===== src/rtl/rtc_alarm_sched.sv =====
// rtl/rtc_alarm_sched.sv - per-second alarm slot scanner with round-robin irq grant
module rtc_alarm_sched #(
    parameter int N_ALARMS = 4,
    parameter int ID_W     = 2
) (
    input  logic                  clk_i,
    input  logic                  rstn_i,
    input  logic                  tick_i,
    input  logic [5:0]            cur_sec_i,
    input  logic [5:0]            cur_min_i,
    input  logic [5:0]            cur_hour_i,
    input  logic [2:0]            cur_dow_i,
    input  logic [N_ALARMS*32-1:0] alarm_cfg_i,
    input  logic [N_ALARMS-1:0]   pend_clr_i,
    input  logic                  irq_ack_i,
    input  logic                  ovr_clr_i,
    output logic                  irq_o,
    output logic [ID_W-1:0]       irq_id_o,
    output logic [N_ALARMS-1:0]   pending_o,
    output logic                  busy_o,
    output logic                  overrun_o
);

    typedef enum logic {IDLE, SCAN} state_e;

    state_e                state_q, state_d;
    logic [ID_W-1:0]       idx_q, idx_d;
    logic [5:0]            snap_sec_q, snap_sec_d;
    logic [5:0]            snap_min_q, snap_min_d;
    logic [5:0]            snap_hour_q, snap_hour_d;
    logic [2:0]            snap_dow_q, snap_dow_d;
    logic [N_ALARMS-1:0]   pend_q, pend_d;
    logic                  irq_q, irq_d;
    logic [ID_W-1:0]       irq_id_q, irq_id_d;
    logic [ID_W-1:0]       ptr_q, ptr_d;
    logic                  ovr_q, ovr_d;

    logic [31:0]           cfg_sel;
    logic [3:0]            sel_mask;
    logic                  slot_hit;
    logic [N_ALARMS-1:0]   match_vec;
    logic [N_ALARMS-1:0]   en_vec;
    logic                  unused_reserved;

    always_comb begin
        for (int k = 0; k < N_ALARMS; k++) begin
            en_vec[k] = alarm_cfg_i[32*k+25];
        end
    end

    assign cfg_sel         = alarm_cfg_i[32*int'(idx_q) +: 32];
    assign sel_mask        = cfg_sel[24:21];
    assign unused_reserved = ^cfg_sel[31:26];

    // Masked fields compare as always-equal; the snapshot isolates the scan from time changes.
    assign slot_hit = (state_q == SCAN) && cfg_sel[25]
                   && (sel_mask[0] || (cfg_sel[5:0]   == snap_sec_q))
                   && (sel_mask[1] || (cfg_sel[11:6]  == snap_min_q))
                   && (sel_mask[2] || (cfg_sel[17:12] == snap_hour_q))
                   && (sel_mask[3] || (cfg_sel[20:18] == snap_dow_q));

    always_comb begin
        match_vec = '0;
        if (slot_hit) begin
            match_vec[idx_q] = 1'b1;
        end
    end

    always_comb begin
        state_d     = state_q;
        idx_d       = idx_q;
        snap_sec_d  = snap_sec_q;
        snap_min_d  = snap_min_q;
        snap_hour_d = snap_hour_q;
        snap_dow_d  = snap_dow_q;
        ovr_d       = ovr_q;
        if (ovr_clr_i) begin
            ovr_d = 1'b0;
        end
        case (state_q)
            IDLE: begin
                if (tick_i) begin
                    snap_sec_d  = cur_sec_i;
                    snap_min_d  = cur_min_i;
                    snap_hour_d = cur_hour_i;
                    snap_dow_d  = cur_dow_i;
                    idx_d       = '0;
                    state_d     = SCAN;
                end
            end
            SCAN: begin
                if (tick_i) begin
                    ovr_d = 1'b1;
                end
                if (idx_q == ID_W'(N_ALARMS - 1)) begin
                    state_d = IDLE;
                end else begin
                    idx_d = idx_q + 1'b1;
                end
            end
            default: state_d = IDLE;
        endcase
    end

    always_comb begin
        for (int k = 0; k < N_ALARMS; k++) begin
            pend_d[k] = pend_q[k];
            if (match_vec[k]) begin
                pend_d[k] = 1'b1;
            end else if (pend_clr_i[k] || !en_vec[k]) begin
                pend_d[k] = 1'b0;
            end else if (irq_q && irq_ack_i && (irq_id_q == ID_W'(k))) begin
                pend_d[k] = 1'b0;
            end
        end
    end

    always_comb begin
        logic found;
        int   j;
        irq_d    = irq_q;
        irq_id_d = irq_id_q;
        ptr_d    = ptr_q;
        found    = 1'b0;
        j        = 0;
        if (irq_q) begin
            if (irq_ack_i) begin
                irq_d = 1'b0;
                ptr_d = (irq_id_q == ID_W'(N_ALARMS - 1)) ? '0 : irq_id_q + 1'b1;
            end else if (!pend_d[irq_id_q]) begin
                irq_d = 1'b0;
            end
        end else if (pend_q != '0) begin
            // Search starts at the pointer and wraps, so the slot after the last acked one goes first.
            for (int i = 0; i < N_ALARMS; i++) begin
                j = int'(ptr_q) + i;
                if (j >= N_ALARMS) begin
                    j = j - N_ALARMS;
                end
                if (!found && pend_q[j]) begin
                    found    = 1'b1;
                    irq_id_d = ID_W'(j);
                end
            end
            irq_d = 1'b1;
        end
    end

    always_ff @(posedge clk_i or negedge rstn_i) begin
        if (!rstn_i) begin
            state_q     <= IDLE;
            idx_q       <= '0;
            snap_sec_q  <= '0;
            snap_min_q  <= '0;
            snap_hour_q <= '0;
            snap_dow_q  <= '0;
            pend_q      <= '0;
            irq_q       <= 1'b0;
            irq_id_q    <= '0;
            ptr_q       <= '0;
            ovr_q       <= 1'b0;
        end else begin
            state_q     <= state_d;
            idx_q       <= idx_d;
            snap_sec_q  <= snap_sec_d;
            snap_min_q  <= snap_min_d;
            snap_hour_q <= snap_hour_d;
            snap_dow_q  <= snap_dow_d;
            pend_q      <= pend_d;
            irq_q       <= irq_d;
            irq_id_q    <= irq_id_d;
            ptr_q       <= ptr_d;
            ovr_q       <= ovr_d;
        end
    end

    assign irq_o     = irq_q;
    assign irq_id_o  = irq_id_q;
    assign pending_o = pend_q;
    assign busy_o    = (state_q == SCAN);
    assign overrun_o = ovr_q;

endmodule

===== config.mk =====
export PLATFORM = sky130hd
export DESIGN_NAME = rtc_alarm_sched
export DESIGN_NICKNAME = d
export VERILOG_FILES = /design/src/rtl/rtc_alarm_sched.sv
export SDC_FILE = /design/constraint.sdc
export NUM_CORES = 1
export LEC_CHECK = 0
export BUFFER_PORTS_ARGS = -buffer_cell sky130_fd_sc_hd__buf_2
export CORE_MARGIN = 3
export CORE_UTILIZATION = 47
export CTS_BUF_LIST = sky130_fd_sc_hd__clkbuf_8
export DETAILED_ROUTE_END_ITERATION = 7
export PLACE_DENSITY = 0.89
export SYNTH_ARGS = -nofsm -noshare
export SYNTH_HDL_FRONTEND = slang
export SYNTH_SLANG_ARGS = --single-unit

===== constraint.sdc =====
create_clock -name clk_i -period 6.1 [get_ports clk_i]
set_input_delay 0.61 -clock clk_i [delete_from_list [all_inputs] [get_ports clk_i]]
set_output_delay 0.61 -clock clk_i [all_outputs]
set_load 0.1 [all_outputs]

==> results of run 1 <==
-- registers in the layout, indices dropped and copies added, names as in the netlist --
name / flops
idx_q: 2
busy_o: 1
irq_id_o: 2
irq_o: 1
snap_dow_q: 3
snap_min_q: 6
snap_sec_q: 6
snap_hour_q: 6
overrun_o: 1
pending_o: 4
ptr_q: 2
-- layer usage --
metal	wire length [µm]	up-vias
met3	504	11
met4	104	0
met5	0	-
li1	-	1003
met1	2453	1036
met2	3506	106
-- layout by cell type, fill, tap and decap left out, types with 3 or more instances in the layout --
cell type	synthesis	final
a31oi_1	3	3
nand2_1	11	11
xor2_1	15	15
xnor2_1	7	7
clkbuf_8	0	5
buf_2	3	142
dfrtp_1	34	33
a21oi_1	5	5
mux2_2	23	23
nor2b_1	4	3
mux4_2	19	19
inv_1	8	8
o21ai_0	5	5
a211oi_1	4	4
mux4_1	7	7
nor2_1	5	5
ha_1	8	8
-- power groups by stage --
stage / registers [mW] / logic, mW / clock network, mW
floorplan: 0.507 / 0.611 / 0
global placement: 0.472 / 0.759 / 0
detailed placement: 0.482 / 0.783 / 0
CTS: 0.479 / 0.787 / 0.207
global route: 0.501 / 0.842 / 0.217
finish: 0.475 / 0.777 / 0.202
-- final cells by class --
type,instances,area (µm²)
fill,417,1608
multi-input combinational,138,1541
sequential,34,852.1
timing repair buffer,143,718.2
tap,67,83.83
clock buffer,5,68.82
clock inverter,3,40.04
inverter,8,30.03
-- worst register-to-register path, cell delays in order (launching register included) --
cell	delay [ns]
dfrtp_2	0.96
mux4_1	0.71
xor2_1	0.17
nor4_1	0.38
a31oi_1	0.20
nor4_4	0.37
a21oi_1	0.14
o21ai_0	0.16
a41o_1	0.17
-- worst max-delay path by stage --
stage	slack, ns	endpoint	cells past startpoint	start
floorplan	3.47	irq_o	10	idx_q[0]
global placement	2.69	irq_o	8	idx_q[0]
detailed placement	2.65	irq_o	8	idx_q[0]
CTS	2.64	irq_o	8	idx_q[0]
global route	2.40	irq_o	8	idx_q[0]
finish	2.78	irq_o	8	idx_q[0]
-- logic make-up after synthesis --
logic type | after synthesis
flip-flops | 34
buffers and inverters | 18
AND/OR/NAND/NOR | 29
XOR/XNOR | 22
AO/OA/AOI/OAI | 29
multiplexers | 50
adder cells (fa/ha/maj) | 8
==> impl_summary.txt, run 1 <==
----------------------------------------------------
[Outcome]
  Result of the run ... finished, final reports clean

[CTS]
  Clock tree from TritonCTS ... yes
  Cts-stage hold buffer count ... 0
  Master cell of the clock root buffer ... clkbuf_8
  Clock-pin slew reported for the worst setup and hold paths after clock tree synthesis ... 0.07 ns
  Cts bufs inserted ... 5
  Later-pin clock latency in the skew report ... 0.28 ns
  Maximum level of the CTS H-tree ... 2
  Maximum clock insertion buffer count ... 2
  Total clock sinks ... 34
  Post_cts resized ... 0
  Post-CTS Repair Setup Buffers ... 0

[Yosys]
  Adder-cell share of the synthesized area ... 0.04002
  Cell area after synthesis ... 2501 µm²
  Ranking of synthesized cells by area ... dfrtp_1, mux4_2, mux2_2
  Gate Count Post-Synth ... 190
  Synth Area in Compound Gates ... 0.07954
  Dominant synthesized flop cell ... dfrtp_1
  Post-synthesis cell type count ... 33
  Portion of synthesized cell area occupied by the leading cell type ... 0.3402
  Sequential area share after synthesis ... 0.3402
  Xor/xnor cell area share of the yosys netlist ... 0.07704
  Synthesized area per cell ... 13.16 µm²
  Share of synthesized registers carrying an async set or reset ... 1.000
  Number of enable-type register cells in the synthesized netlist ... 0
  Leading area contributor after synthesis ... dfrtp_1
  Simple-gate area share of the yosys netlist ... 0.06653
  Synth warn ... 0
  Post-synth top cells ... dfrtp_1, mux2_2, mux4_2
  Net count of the mapped netlist ... 356
  Combinational family with the most area after synthesis ... multiplexers
  Multiplexer fraction of the synthesized cell area ... 0.3522
  Library cell with the highest instance count after synthesis ... dfrtp_1
  Post-synthesis register bit count ... 34

[Floorplanning]
  Horizontal extent of the die ... 78.95 µm
  Area enclosed by the die boundary ... 6233 µm²
  Height of the die ... 78.95 µm
  Core Footprint ... 4942 µm²
  Starting utilization of the core area ... 0.5061
  Cell row count ... 25
  Boundary pin count ... 167

[Finish]
  Count of non-filler cells in the finished layout ... 398
  Antenna Diode Count ... 0
  Proportion of layout cells with a drive suffix above 1 ... 0.6042
  Final Net Count ... 496
  Cell area after layout ... 3334 µm²
  Final core utilization ... 0.6747
  Area growth syn-to-layout ... 33.32%

[Place]
  Post-DP HPWL ... 5350 µm
  Worst slack at placement ... 2.655 ns
  Port Buffer Count ... 142
  Post-DP Area ... 3226 µm²
  Total placed cells including tap cells ... 390
  Placer's final routability congestion estimate ... 0.8920

[Global route]
  GRT busiest layer ... met2
  Grt met3 use ... 0.03628
  Antenna violations before repair ... 0
  Largest net degree at the start of global routing ... 35
  Global Route met1 Usage ... 0.2601
  Global-route total usage across every layer ... 0.2157
  Number of global-route vias before repair ... 2317
  First-pass GRT wire length ... 10520 µm
  Met2 capacity usage during global routing ... 0.3879
  GRT Residual Overflow ... 0

[Route]
  Total wirelength of the detailed-routed design ... 6568 µm
  DRC marker count from the first detailed-route iteration ... 123
  Routed WL per cell ... 16.50 µm
  Count of TritonRoute iterations in the first routing pass ... 4
  Vias ... 2156
  Post-DR vias/cell ... 5.417
  Post-route ant nets ... 0
  Remaining routing DRC violations ... 0

[Power]
  Post-layout power ... 1.455 mW
  Internal portion of total power ... 844.7 µW
  Logic gate share of total power ... 0.534
  Portion of total power attributed to the clock network ... 0.139
  Maximum vdd drop ... 247.7 µV
  Total power divided by cell area ... 436.3 nW/µm²
  Switching power of the nets ... 610.2 µW
  Switching portion of total power ... 0.4194
  Static Leakage ... 1.621 nW
  Share of total power in sequential cells ... 0.327

[Run]
  Max-capacitance violation count ... 0

[Timing]
  Shortest period the worst path allows ... 3.321 ns
  Final count of negative-setup-slack endpoints ... 0
  Total count of max-transition violations in the final report ... 0
  Setup repair after global routing missed its margin ... no
  Setup Skew ... 0.005647 ns
  Tcrit/Tclk final ... 0.5445
  Worst Setup Slack, final ... 2.779 ns
  Worst hold slack across all endpoints ... 0.3929 ns
  Actual slew at the worst max-slew pin ... 1.095 ns
  Hold Fails Final Rpt ... 0
  Final total negative setup slack ... 0 ns
  Highest achievable clock rate ... 0.3011 GHz
  Max transition margin ... 0.2669

[Setup path]
  Slowest Stage Delay on Critical Path ... 0.96 ns
  Reg2reg path depth ... 8
  FF-to-FF setup slack ... 2.78 ns
  Count of buffering cells on the critical path with inverters included ... 0
  Endpoint class of the critical path ... register
  Top delay family on crit path ... flip-flops
  Class of the most critical setup path ... reg -> reg
  Launching point of the worst reg2reg path ... idx_q[0]
  Worst endpoint required time ... 6.32 ns
  Slowest library cell on the worst path ... dfrtp_2
  Worst reg2reg path endpoint ... irq_o
  Maximum net fanout on the critical path ... 30
  Category of the worst setup path launch point ... register
  Crit path cell chain ... mux4_1 > xor2_1 > nor4_1 > a31oi_1 > nor4_4 > a21oi_1 > o21ai_0 > a41o_1
  Worst EP arrival ... 3.54 ns

[Hold path]
  Worst hold path type ... in -> async

----------------------------------------------------
Power figures use the tool's default switching activity.
==> inputs of run 2 (changes only) <==
- CORE_UTILIZATION: 47 -> 44
- PLACE_DENSITY: 0.89 -> 0.84
- clock period: 6.1 -> 3.2 ns (I/O delays scaled with it)
==> run 2 against run 1 <==
Sequential share of layout area decreased by 0.38 points. Largest cell class unchanged. Hold slack got worse by 0.28 ns. Via count decreased by 0.23%.
==> impl_summary.txt, run 2 (synthesized netlist as in run 1, its figures left out) <==
----------------------------------------------------
[Outcome]
  Result of the run ... finished, final reports clean

[Setup path]
  Count of buffering cells on the critical path with inverters included ... 1
  Class of the most critical setup path ... reg -> reg
  Slowest Stage Delay on Critical Path ... 0.58 ns
  Top delay family on crit path ... compound AO/OA/AOI/OAI gates
  CP startpoint ... idx_q[0]
  Crit path cell chain ... buf_12 > mux4_1 > xor2_1 > nor3_1 > o211ai_1 > nor4_4 > a21o_1 > or3_1 > a41o_1
  Worst EP arrival ... 3.12 ns
  Category of the worst setup path launch point ... register
  Maximum net fanout on the critical path ... 17
  Launching point of the worst reg2reg path ... idx_q[0]
  Endpoint class of the critical path ... register
  Slowest library cell on the worst path ... dfrtp_4
  Worst endpoint required time ... 3.36 ns

[CTS]
  Cts-stage hold buffer count ... 0
  Master cell of the clock root buffer ... clkbuf_8
  Total clock sinks ... 34
  Later-pin clock latency in the skew report ... 0.28 ns
  Clock tree from TritonCTS ... yes
  Clock-pin slew reported for the worst setup and hold paths after clock tree synthesis ... 0.07 ns
  Maximum level of the CTS H-tree ... 2
  Maximum clock insertion buffer count ... 2
  Cts bufs inserted ... 5

[Route]
  Post-route ant nets ... 0
  Total wirelength of the detailed-routed design ... 6650 µm
  Post-DR vias/cell ... 5.311
  Routed WL per cell ... 16.42 µm
  Vias ... 2151
  DRC marker count from the first detailed-route iteration ... 102
  Remaining routing DRC violations ... 0
  Count of TritonRoute iterations in the first routing pass ... 4

[Hold path]
  Worst hold path type ... in -> async

[Floorplanning]
  Height of the die ... 81.40 µm
  Area enclosed by the die boundary ... 6625 µm²
  Boundary pin count ... 167
  Core Footprint ... 5303 µm²
  Starting utilization of the core area ... 0.4717
  Horizontal extent of the die ... 81.40 µm
  Cell row count ... 26

[Place]
  Port Buffer Count ... 142
  Placer's final routability congestion estimate ... 0.9306
  Post-DP HPWL ... 5462 µm

[Finish]
  Antenna Diode Count ... 0
  Final core utilization ... 0.6402
  Final Net Count ... 501
  Register Area ... 854.6 µm²
  Area growth syn-to-layout ... 35.72%
  Multi-input gate area in the final layout ... 1541 µm²
  Proportion of layout cells with a drive suffix above 1 ... 0.6090
  Leading cell type in the layout, fill and taps excluded ... buf_2
  Commonest cells after routing, fill and taps aside ... buf_2, dfrtp_1, mux2_2
  Regs by FF count ... snap_hour_q: 6 flops, snap_min_q: 6 flops, snap_sec_q: 6 flops
  Number of filler instances in the final layout ... 418

[Timing]
  Worst hold slack across all endpoints ... 0.1079 ns
  Actual slew at the worst max-slew pin ... 0.7701 ns
  Final count of negative-setup-slack endpoints ... 0
  Total count of max-transition violations in the final report ... 0
  Shortest period the worst path allows ... 2.953 ns
  Setup Skew ... 0.003932 ns
  Highest achievable clock rate ... 0.3386 GHz
  Tcrit/Tclk final ... 0.9229
  Hold Fails Final Rpt ... 0
  Max transition margin ... 0.4866
  Setup repair after global routing missed its margin ... no
  Final total negative setup slack ... 0 ns

[Global route]
  Antenna violations before repair ... 0
  Global-route total usage across every layer ... 0.1957
  GRT Residual Overflow ... 0
  Number of global-route vias before repair ... 2116
  First-pass GRT wire length ... 9722 µm
  Largest net degree at the start of global routing ... 35

[Power]
  Static Leakage ... 1.650 nW
  Maximum vdd drop ... 395.2 µV
  Total power divided by cell area ... 836.4 nW/µm²

[Run]
  Max-capacitance violation count ... 0

----------------------------------------------------
-- run 2: cell types whose count changed in the layout (fill, tap and decap cells not counted), sizes merged --
cell / change
clkbuf: +1
buf: +5
clkinv: -2
-- run 2: routing by layer --
layer,vias to the layer above,track usage,wire [µm]
li1,1018,-,-
met1,1009,0.2352,2455
met2,117,0.3461,3418
met3,7,0.04767,705
met4,0,0.05574,70
met5,-,0,0
-- run 2: power breakdown --
part           switching (mW)  internal, mW
sequential              0.201         0.628
clock                   0.149         0.249
combinational           0.804         0.808
total                    1.15          1.68
-- run 2: final timing paths --
check | endpoint | cells past startpoint | slack, ns
min in group clk_i | overrun_o | 2 | 0.22
max in group asynchronous | idx_q[0] | 1 | 2.52
setup reg to reg | irq_o | 9 | 0.25
setup / recovery | irq_o | 9 | 0.25
hold reg to reg | snap_hour_q[5] | 1 | 0.53
hold / removal | ptr_q[1] | 1 | 0.11
-- run 2: layout make-up --
type                       instances  area share
timing repair buffer             148      0.2263
sequential                        34      0.2518
clock buffer                       6     0.02433
tap                               70     0.02580
clock inverter                     1    0.008846
inverter                           8    0.008846
multi-input combinational        138      0.4541
-- run 2: what timing repair did --
action | 4_1_cts | 5_1_grt
resized for setup | 0 | 1
buffers inserted | 0 | 0
endpoints found under the hold margin | 0 | 0
endpoints found under the setup margin | 0 | 1
-- run 2: through the flow --
| stage | total power [mW] | instances | setup WS, ns | instance area (µm²) |
|---|---|---|---|---|
| finish | 2.839 | 405 | 0.2468 | 3395 |
| detailed placement | 2.461 | 398 | 0.1792 | 3279 |
| CTS | 2.874 | 405 | 0.1277 | 3392 |
| global route | 3.040 | 405 | 0.09114 | 3395 |
| floorplan | 2.131 | 190 | 0.5677 | 2501 |
| global placement | 2.412 | 398 | 0.2738 | 3279 |
==> inputs of run 3 (changes only) <==
- RECOVER_POWER: not set -> 25
==> run 3 against run 2 <==
The flow now finishes with violations (max-capacitance violations, max-slew violations). Clock skew hardly changed. Sequential power hardly changed. Setup slack better by 0.026 ns. First-iteration DRC count stayed put. Clock-buffer cell count stayed put. Wire length is 0.47% higher. Clock power hardly changed. Register-to-register slack better by 0.03 ns. Flip-flop and latch count stayed put. Global-route usage stayed put. Largest cell class unchanged. Largest power group unchanged.
==> impl_summary.txt, run 3 (synthesized netlist as in run 1, its figures left out) <==
----------------------------------------------------
[Outcome]
  Result of the run ... complete, but fails checks
  Violations in the final reports ... max-capacitance violations, max-slew violations

[Global route]
  Number of global-route vias before repair ... 2116
  Largest net degree at the start of global routing ... 35
  Antenna violations before repair ... 0
  GRT Residual Overflow ... 0
  First-pass GRT wire length ... 9722 µm
  Global-route total usage across every layer ... 0.1957

[Setup path]
  Worst EP arrival ... 3.09 ns
  Category of the worst setup path launch point ... register
  Endpoint class of the critical path ... register
  Worst endpoint required time ... 3.36 ns
  Maximum net fanout on the critical path ... 17
  Class of the most critical setup path ... reg -> reg

[CTS]
  Master cell of the clock root buffer ... clkbuf_8
  Maximum clock insertion buffer count ... 2
  Maximum level of the CTS H-tree ... 2
  Total clock sinks ... 34
  Clock tree from TritonCTS ... yes
  Clock-pin slew reported for the worst setup and hold paths after clock tree synthesis ... 0.07 ns
  Post-CTS Repair Setup Buffers ... 0
  Later-pin clock latency in the skew report ... 0.28 ns
  Cts bufs inserted ... 5

[Timing]
  Max transition margin ... -0.2400
  Tcrit/Tclk final ... 0.9147
  Total count of max-transition violations in the final report ... 35
  Actual slew at the worst max-slew pin ... 1.860 ns
  Shortest period the worst path allows ... 2.927 ns
  Setup repair after global routing missed its margin ... no
  Final count of negative-setup-slack endpoints ... 0
  Highest achievable clock rate ... 0.3416 GHz
  Setup Skew ... 0.003928 ns
  Hold Fails Final Rpt ... 0
  Final total negative setup slack ... 0 ns

[Run]
  Max-capacitance violation count ... 1

[Route]
  DRC marker count from the first detailed-route iteration ... 102
  Post-route ant nets ... 0
  Total wirelength of the detailed-routed design ... 6681 µm
  Vias ... 2157
  Routed WL per cell ... 16.50 µm
  Count of TritonRoute iterations in the first routing pass ... 4
  Post-DR vias/cell ... 5.326
  Remaining routing DRC violations ... 0

[Finish]
  Proportion of layout cells with a drive suffix above 1 ... 0.6060
  Regs by FF count ... snap_hour_q: 6 flops, snap_min_q: 6 flops, snap_sec_q: 6 flops
  Area growth syn-to-layout ... 35.67%
  Leading cell type in the layout, fill and taps excluded ... buf_2
  Register Area ... 854.6 µm²
  Commonest cells after routing, fill and taps aside ... buf_2, dfrtp_1, mux2_2
  Final Net Count ... 501
  Multi-input gate area in the final layout ... 1541 µm²
  Number of filler instances in the final layout ... 418
  Cell area after layout ... 3393 µm²
  Antenna Diode Count ... 0

[Hold path]
  Worst hold path type ... in -> reg

[Place]
  Placer's final routability congestion estimate ... 0.9306
  Port Buffer Count ... 142
  Post-DP Area ... 3279 µm²
  Post-DP HPWL ... 5462 µm

[Floorplanning]
  Core Footprint ... 5303 µm²
  Boundary pin count ... 167
  Starting utilization of the core area ... 0.4717
  Horizontal extent of the die ... 81.40 µm
  Height of the die ... 81.40 µm
  Area enclosed by the die boundary ... 6625 µm²
  Cell row count ... 26

[Power]
  Total power divided by cell area ... 837.0 nW/µm²
  Static Leakage ... 1.647 nW
  Maximum vdd drop ... 395.3 µV
  Post-layout power ... 2.840 mW

----------------------------------------------------
==> run 3: through the flow <==
step	hold WS [ns]	util	cells	setup slack, ns
finish	0.2213	0.6399	405	0.2729
floorplan	0.02441	-	190	0.5677
CTS	0.1329	0.6397	405	0.1277
global route	0.2432	0.6399	405	0.09114
detailed placement	0.4401	0.6185	398	0.1792
global placement	0.4394	0.6185	398	0.2738
==> run 3: power by group <==
group / leakage [nW] / switching, mW / total [mW] / internal, mW
combinational: 1.18 / 0.804 / 1.61 / 0.808
sequential: 0.411 / 0.201 / 0.829 / 0.628
clock: 0.0573 / 0.149 / 0.398 / 0.249
==> run 3: layout make-up <==
class                      instances  share of cell area
clock buffer                       6             0.02434
clock inverter                     1            0.008850
inverter                           8            0.008850
multi-input combinational        138              0.4543
sequential                        34              0.2518
tap                               70             0.02581
timing repair buffer             148              0.2260
==> run 3: critical path, cell delays in order, from the launching register on <==
cell and delay (ns):
dfrtp_4 0.58, buf_12 0.21, mux4_1 0.57, xor2_1 0.17, nor3_1 0.08, o211ai_1 0.29, nor4_4 0.10, a21o_1 0.21
or3_1 0.32, a41o_1 0.26
==> run 3: worst paths after layout <==
kind,from,endpoint,cells after the start,slack (ns)
worst max-delay path,idx_q[0],irq_o,9,0.27
worst min-delay path,ovr_clr_i,overrun_o,2,0.22
worst max register to register,idx_q[0],irq_o,9,0.27
worst min register to register,snap_hour_q[5],snap_hour_q[5],1,0.53
max in group asynchronous,rstn_i,idx_q[0],1,1.34
min in group asynchronous,rstn_i,ptr_q[1],1,0.54
==> run 3: repair_timing <==
| item | 4_1_cts | 5_1_grt |
|---|---|---|
| resized for setup | 0 | 1 |
| hold endpoints to repair | 0 | 0 |
| hold buffers | 0 | 0 |
| endpoints found under the setup margin | 0 | 1 |
==> run 3: per-layer routing <==
layer	wire, µm	vias up	global-route usage
met5	0	-	0
li1	-	1017	-
met2	3440	118	0.3461
met4	70	0	0.05574
met3	707	7	0.04767
met1	2463	1015	0.2352
